$ cat config.mk
export PLATFORM = sky130hd
export DESIGN_NAME = vcska_accum_stage
export DESIGN_NICKNAME = d
export VERILOG_FILES = /design/src/rtl/vcska_accum_stage.sv
export SDC_FILE = /design/constraint.sdc
export NUM_CORES = 1
export LEC_CHECK = 0
export ABC_CLOCK_PERIOD_IN_PS = 2550
export CAP_MARGIN = 40
export CORE_MARGIN = 10
export CORE_UTILIZATION = 43
export CTS_CLUSTER_SIZE = 8
export DETAILED_ROUTE_END_ITERATION = 10
export GPL_ROUTABILITY_DRIVEN = 0
export PLACE_DENSITY = 0.86
export SYNTH_ARGS = -nofsm -noshare
export SYNTH_HDL_FRONTEND = slang
export SYNTH_SLANG_ARGS = --single-unit
$ cat constraint.sdc
create_clock -name CLK -period 2.55 [get_ports CLK]
set_clock_uncertainty 0.05 [all_clocks]
set_input_delay 0.3825 -clock CLK [delete_from_list [all_inputs] [get_ports CLK]]
set_output_delay 0.3825 -clock CLK [all_outputs]
set_load 0.02 [all_outputs]
$ cat src/rtl/vcska_accum_stage.sv
// Frame accumulator around the external 19-bit carry-skip adder; VCSKA_ACCUM_SAT_EN selects saturating accumulate.
// Latency: result valid 2 cycles after the IN_LAST beat is accepted; 1 beat/cycle throughput.
// Backpressure: IN_READY drops once a last beat is staged and stays low until the result is taken.
module vcska_accum_stage #(
  parameter int W     = 19,
  parameter int CNT_W = 8
) (
  input  logic             CLK,
  input  logic             RST,
  input  logic             IN_VALID,
  output logic             IN_READY,
  input  logic [W-1:0]     IN_DATA,
  input  logic             IN_LAST,
  output logic [W-1:0]     ADD_X,
  output logic [W-1:0]     ADD_Y,
  input  logic [W:0]       ADD_S,
  output logic             OUT_VALID,
  input  logic             OUT_READY,
  output logic [W-1:0]     OUT_SUM,
  output logic             OUT_OVF,
  output logic [CNT_W-1:0] OUT_CNT
);

  typedef enum logic [1:0] {S_IDLE, S_ACC, S_DONE} state_t;

  state_t             state_q, state_d;
  logic [W-1:0]       acc_q, acc_d;
  logic [W-1:0]       op_q, op_d;
  logic               op_v_q, op_v_d;
  logic               op_last_q, op_last_d;
  logic               ovf_q, ovf_d;
  logic [CNT_W-1:0]   cnt_q, cnt_d;
  logic               in_rdy;
  logic               accept;

  always_comb begin
    in_rdy = 1'b0;
    case (state_q)
      S_IDLE:  in_rdy = 1'b1;
      S_ACC:   in_rdy = ~(op_v_q & op_last_q);
      default: in_rdy = 1'b0;
    endcase
  end

  assign IN_READY = in_rdy & ~RST;
  assign accept   = IN_VALID & IN_READY;

  always_comb begin
    state_d   = state_q;
    acc_d     = acc_q;
    op_d      = op_q;
    op_v_d    = op_v_q;
    op_last_d = op_last_q;
    ovf_d     = ovf_q;
    cnt_d     = cnt_q;
    case (state_q)
      S_IDLE: begin
        if (accept) begin
          op_d      = IN_DATA;
          op_v_d    = 1'b1;
          op_last_d = IN_LAST;
          acc_d     = '0;
          ovf_d     = 1'b0;
          cnt_d     = '0;
          state_d   = S_ACC;
        end
      end
      S_ACC: begin
        if (op_v_q) begin
`ifdef VCSKA_ACCUM_SAT_EN
          // once saturated, the accumulator is pinned for the rest of the frame
          if (ADD_S[W] | ovf_q) begin
            acc_d = '1;
            ovf_d = 1'b1;
          end else begin
            acc_d = ADD_S[W-1:0];
          end
`else
          acc_d = ADD_S[W-1:0];
          ovf_d = ovf_q | ADD_S[W];
`endif
          cnt_d = (cnt_q == '1) ? cnt_q : cnt_q + CNT_W'(1);
          if (op_last_q) state_d = S_DONE;
        end
        if (accept) begin
          op_d      = IN_DATA;
          op_v_d    = 1'b1;
          op_last_d = IN_LAST;
        end else begin
          op_v_d    = 1'b0;
          op_last_d = 1'b0;
        end
      end
      S_DONE: begin
        if (OUT_READY) state_d = S_IDLE;
      end
      default: state_d = S_IDLE;
    endcase
  end

  always_ff @(posedge CLK) begin
    if (RST) begin
      state_q   <= S_IDLE;
      acc_q     <= '0;
      op_q      <= '0;
      op_v_q    <= 1'b0;
      op_last_q <= 1'b0;
      ovf_q     <= 1'b0;
      cnt_q     <= '0;
    end else begin
      state_q   <= state_d;
      acc_q     <= acc_d;
      op_q      <= op_d;
      op_v_q    <= op_v_d;
      op_last_q <= op_last_d;
      ovf_q     <= ovf_d;
      cnt_q     <= cnt_d;
    end
  end

  // adder operands come straight from registers; an empty stage adds zero
  assign ADD_X     = acc_q;
  assign ADD_Y     = op_v_q ? op_q : '0;
  assign OUT_VALID = (state_q == S_DONE);
  assign OUT_SUM   = acc_q;
  assign OUT_OVF   = ovf_q;
  assign OUT_CNT   = cnt_q;

endmodule
==> metrics.csv <==
metric,value,unit
fmaxAchievable,0.446,GHz
pwr-share-clk,32.4,%
comb_power_share,14.1,%
reg2reg_to,OUT_CNT[1],
cts_tree,built,
min_period,2.24,ns
grt_pass1_wl,10900,um
slew_headroom,53.0,%
hp-start,RST,
antenna_found_initial,0,
critPathRequiredTime,2.12,ns
cts_resized,0,
syn_area,2200,um^2
tns,0,ns
post-place-ws,0.466,ns
hold_class,in -> reg,
synth_cells,266,
drv_cap,0,
synth_fp_nets,311,
p_sw,383,uW
grt_overflow_total,0,
pin_count,112,
wl_per_cell,16.0,um
first_pass_iters,4,
avgSynthCellArea,8.28,um^2
cp-end-kind,output pin,
ys_seq_area_share,46.3,%
grt_pass1_vias,2178,
clkSlewWorstSetupHoldPaths,0.08,ns
synth_edf_count,0,
ant_nets,0,
drc,0,
synthDistinctLibCells,32,
multiInputGateArea,945,um^2
critical_path.max_fanout,14,
power_frac_seq,53.5,%
clockRootBuffer,clkbuf_8,
async_reset_ff_share,0,%
r2r_cells,5,
rows,25,
grt_setup_unrepaired,no,
grt_max_degree,49,
nets,397,
leakagePower,1.17,nW
netSwitchingFraction,24.4,%
clk_path_buf_depth,2,
outcome,"complete, no violations",
setup_violations,0,
ys_ff_latch,51,
insertion_delay,0.30,ns
fillers,418,
r2r-start,state_q[0],
die_w,91.6,um
worst_hold_slack,0.343,ns
worst_slew_pin_slew,0.703,ns
worst-path-stages,2,
critical-path-top-delay-family,buffers and inverters,
post-cts-setup-buffer-count,0,
final_area,3310,um^2
cts_made_buffers,5,
drive_above_1_share,4.53,%
vdd_drop_max,271,uV
utilization,68.2,%
path_class,reg -> out,
cts.sinks,51,
antenna_cells,0,
cp.arrival,1.81,ns
core,4850,um^2
fin_crit_sh,88.0,%
hold_buffers,0,
dp_hpwl,4970,um
power,1.57,mW
holdPathEnd,state_q[0],
finalWirelength,6700,um
start_util,45.4,%
cts_max_level,2,
path_buf_inv,1,
area_growth_syn_to_layout,50.1,%
ys_warn_count,0,
cp_slowest_cell,clkdlybuf4s50_1,
drtIter0Drc,125,
portBuffers,111,
power_density,474,nW/um^2
die_y,91.6,um
worst_setup_path_start_kind,flop,
dieArea,8390,um^2
placedCellCount,412,
r2r_slack,0.66,ns
area.sequential,1020,um^2
dpl_cell_area,3200,um^2
slowest_delay,0.68,ns
final-hold-violation-count,0,
ys.flop_type,dfxtp_1,
instances_no_fill,420,
worst_slack,0.306,ns
via_per_inst,5.14,
crit_chain,a311oi_2 -> clkdlybuf4s50_1,
p_int,1.18,mW
routed-via-count,2159,
whs_path_depth,3,
drv_slew,0,
grt_usage,15.6,%
[how the worst max path moves through the flow]
stage                           from         end  slack, ns
after floorplan           OUT_CNT[0]  OUT_CNT[0]       0.90
after global placement      IN_VALID  OUT_CNT[1]       0.49
after detailed placement    IN_VALID  OUT_CNT[1]       0.47
after CTS                 state_q[0]    IN_READY       0.30
after global routing      state_q[0]    IN_READY       0.16
final                     state_q[0]    IN_READY       0.31
[Yosys cell counts (all sizes together), types with 4 or more instances]
library cell	count	area (um^2)
buf	26	185
dfxtp	51	1020
a22oi	20	150
nand3	7	35.0
nand2	46	173
a21oi	26	130
o21ai	4	20.0
clkbuf	11	41.3
nor2	25	93.8
and2	20	125
nor3	4	20.0
[power by group through the flow]
| stage | Combinational [mW] | Clock (mW) | Sequential, mW |
|---|---|---|---|
| 6_report | 0.221 | 0.507 | 0.839 |
| 3_5_place_dp | 0.222 | 0 | 0.857 |
| 5_1_grt | 0.240 | 0.558 | 0.843 |
| 2_1_floorplan | 0.106 | 0 | 0.860 |
| 3_3_place_gp | 0.218 | 0 | 0.856 |
| 4_1_cts | 0.223 | 0.518 | 0.839 |
[worst register-to-register path, cell delays in order, from the launching register on]
cell and delay, ns:
dfxtp_1 0.59, and3b_1 0.27, a31oi_2 0.11, buf_4 0.28, or3_1 0.39, a21oi_1 0.14
[registers in the layout, summed over array words and instances, names as in the netlist]
register / flops
ADD_X: 19
op_q: 19
OUT_CNT: 8
state_q: 2
OUT_OVF: 1
op_last_q: 1
op_v_q: 1
[layout make-up]
class | instances | area share [%]
timing repair buffer | 116 | 34.6
sequential | 51 | 30.9
multi-input combinational | 175 | 28.6
clock buffer | 7 | 2.91
tap | 67 | 2.53
inverter | 3 | 0.340
clock inverter | 1 | 0.227
[kinds of logic (layout without fill, tap and decap cells)]
family / Yosys count / after routing / share of synthesized area, %
and+or+nand+nor: 111 / 111 / 23.4
AOI/OAI and AO/OA: 63 / 63 / 18.9
DFF: 51 / 51 / 46.3
buffers and inverters: 40 / 127 / 10.8
adders and majority gates: 1 / 1 / 0.568
[per-layer routing]
metal  global-route usage [%]  routed length (um)
met5                        0                   0
met4                     4.83                  89
met2                     25.4                3150
met3                     7.57                 656
met1                     17.5                2800
[placed cells by master, fill, tap and decap left out, types with 3 or more instances in the layout]
| master | n |
|---|---|
| clkdlybuf4s50_1 | 110 |
| nor2_1 | 25 |
| nor3_1 | 4 |
| nand3_1 | 7 |
| a21oi_1 | 26 |
| inv_1 | 3 |
| and2_1 | 20 |
| o21ai_0 | 3 |
| dfxtp_1 | 51 |
| buf_4 | 5 |
| nand2_1 | 46 |
| a22oi_1 | 20 |
| clkbuf_8 | 7 |
Power figures use the tool's default switching activity.
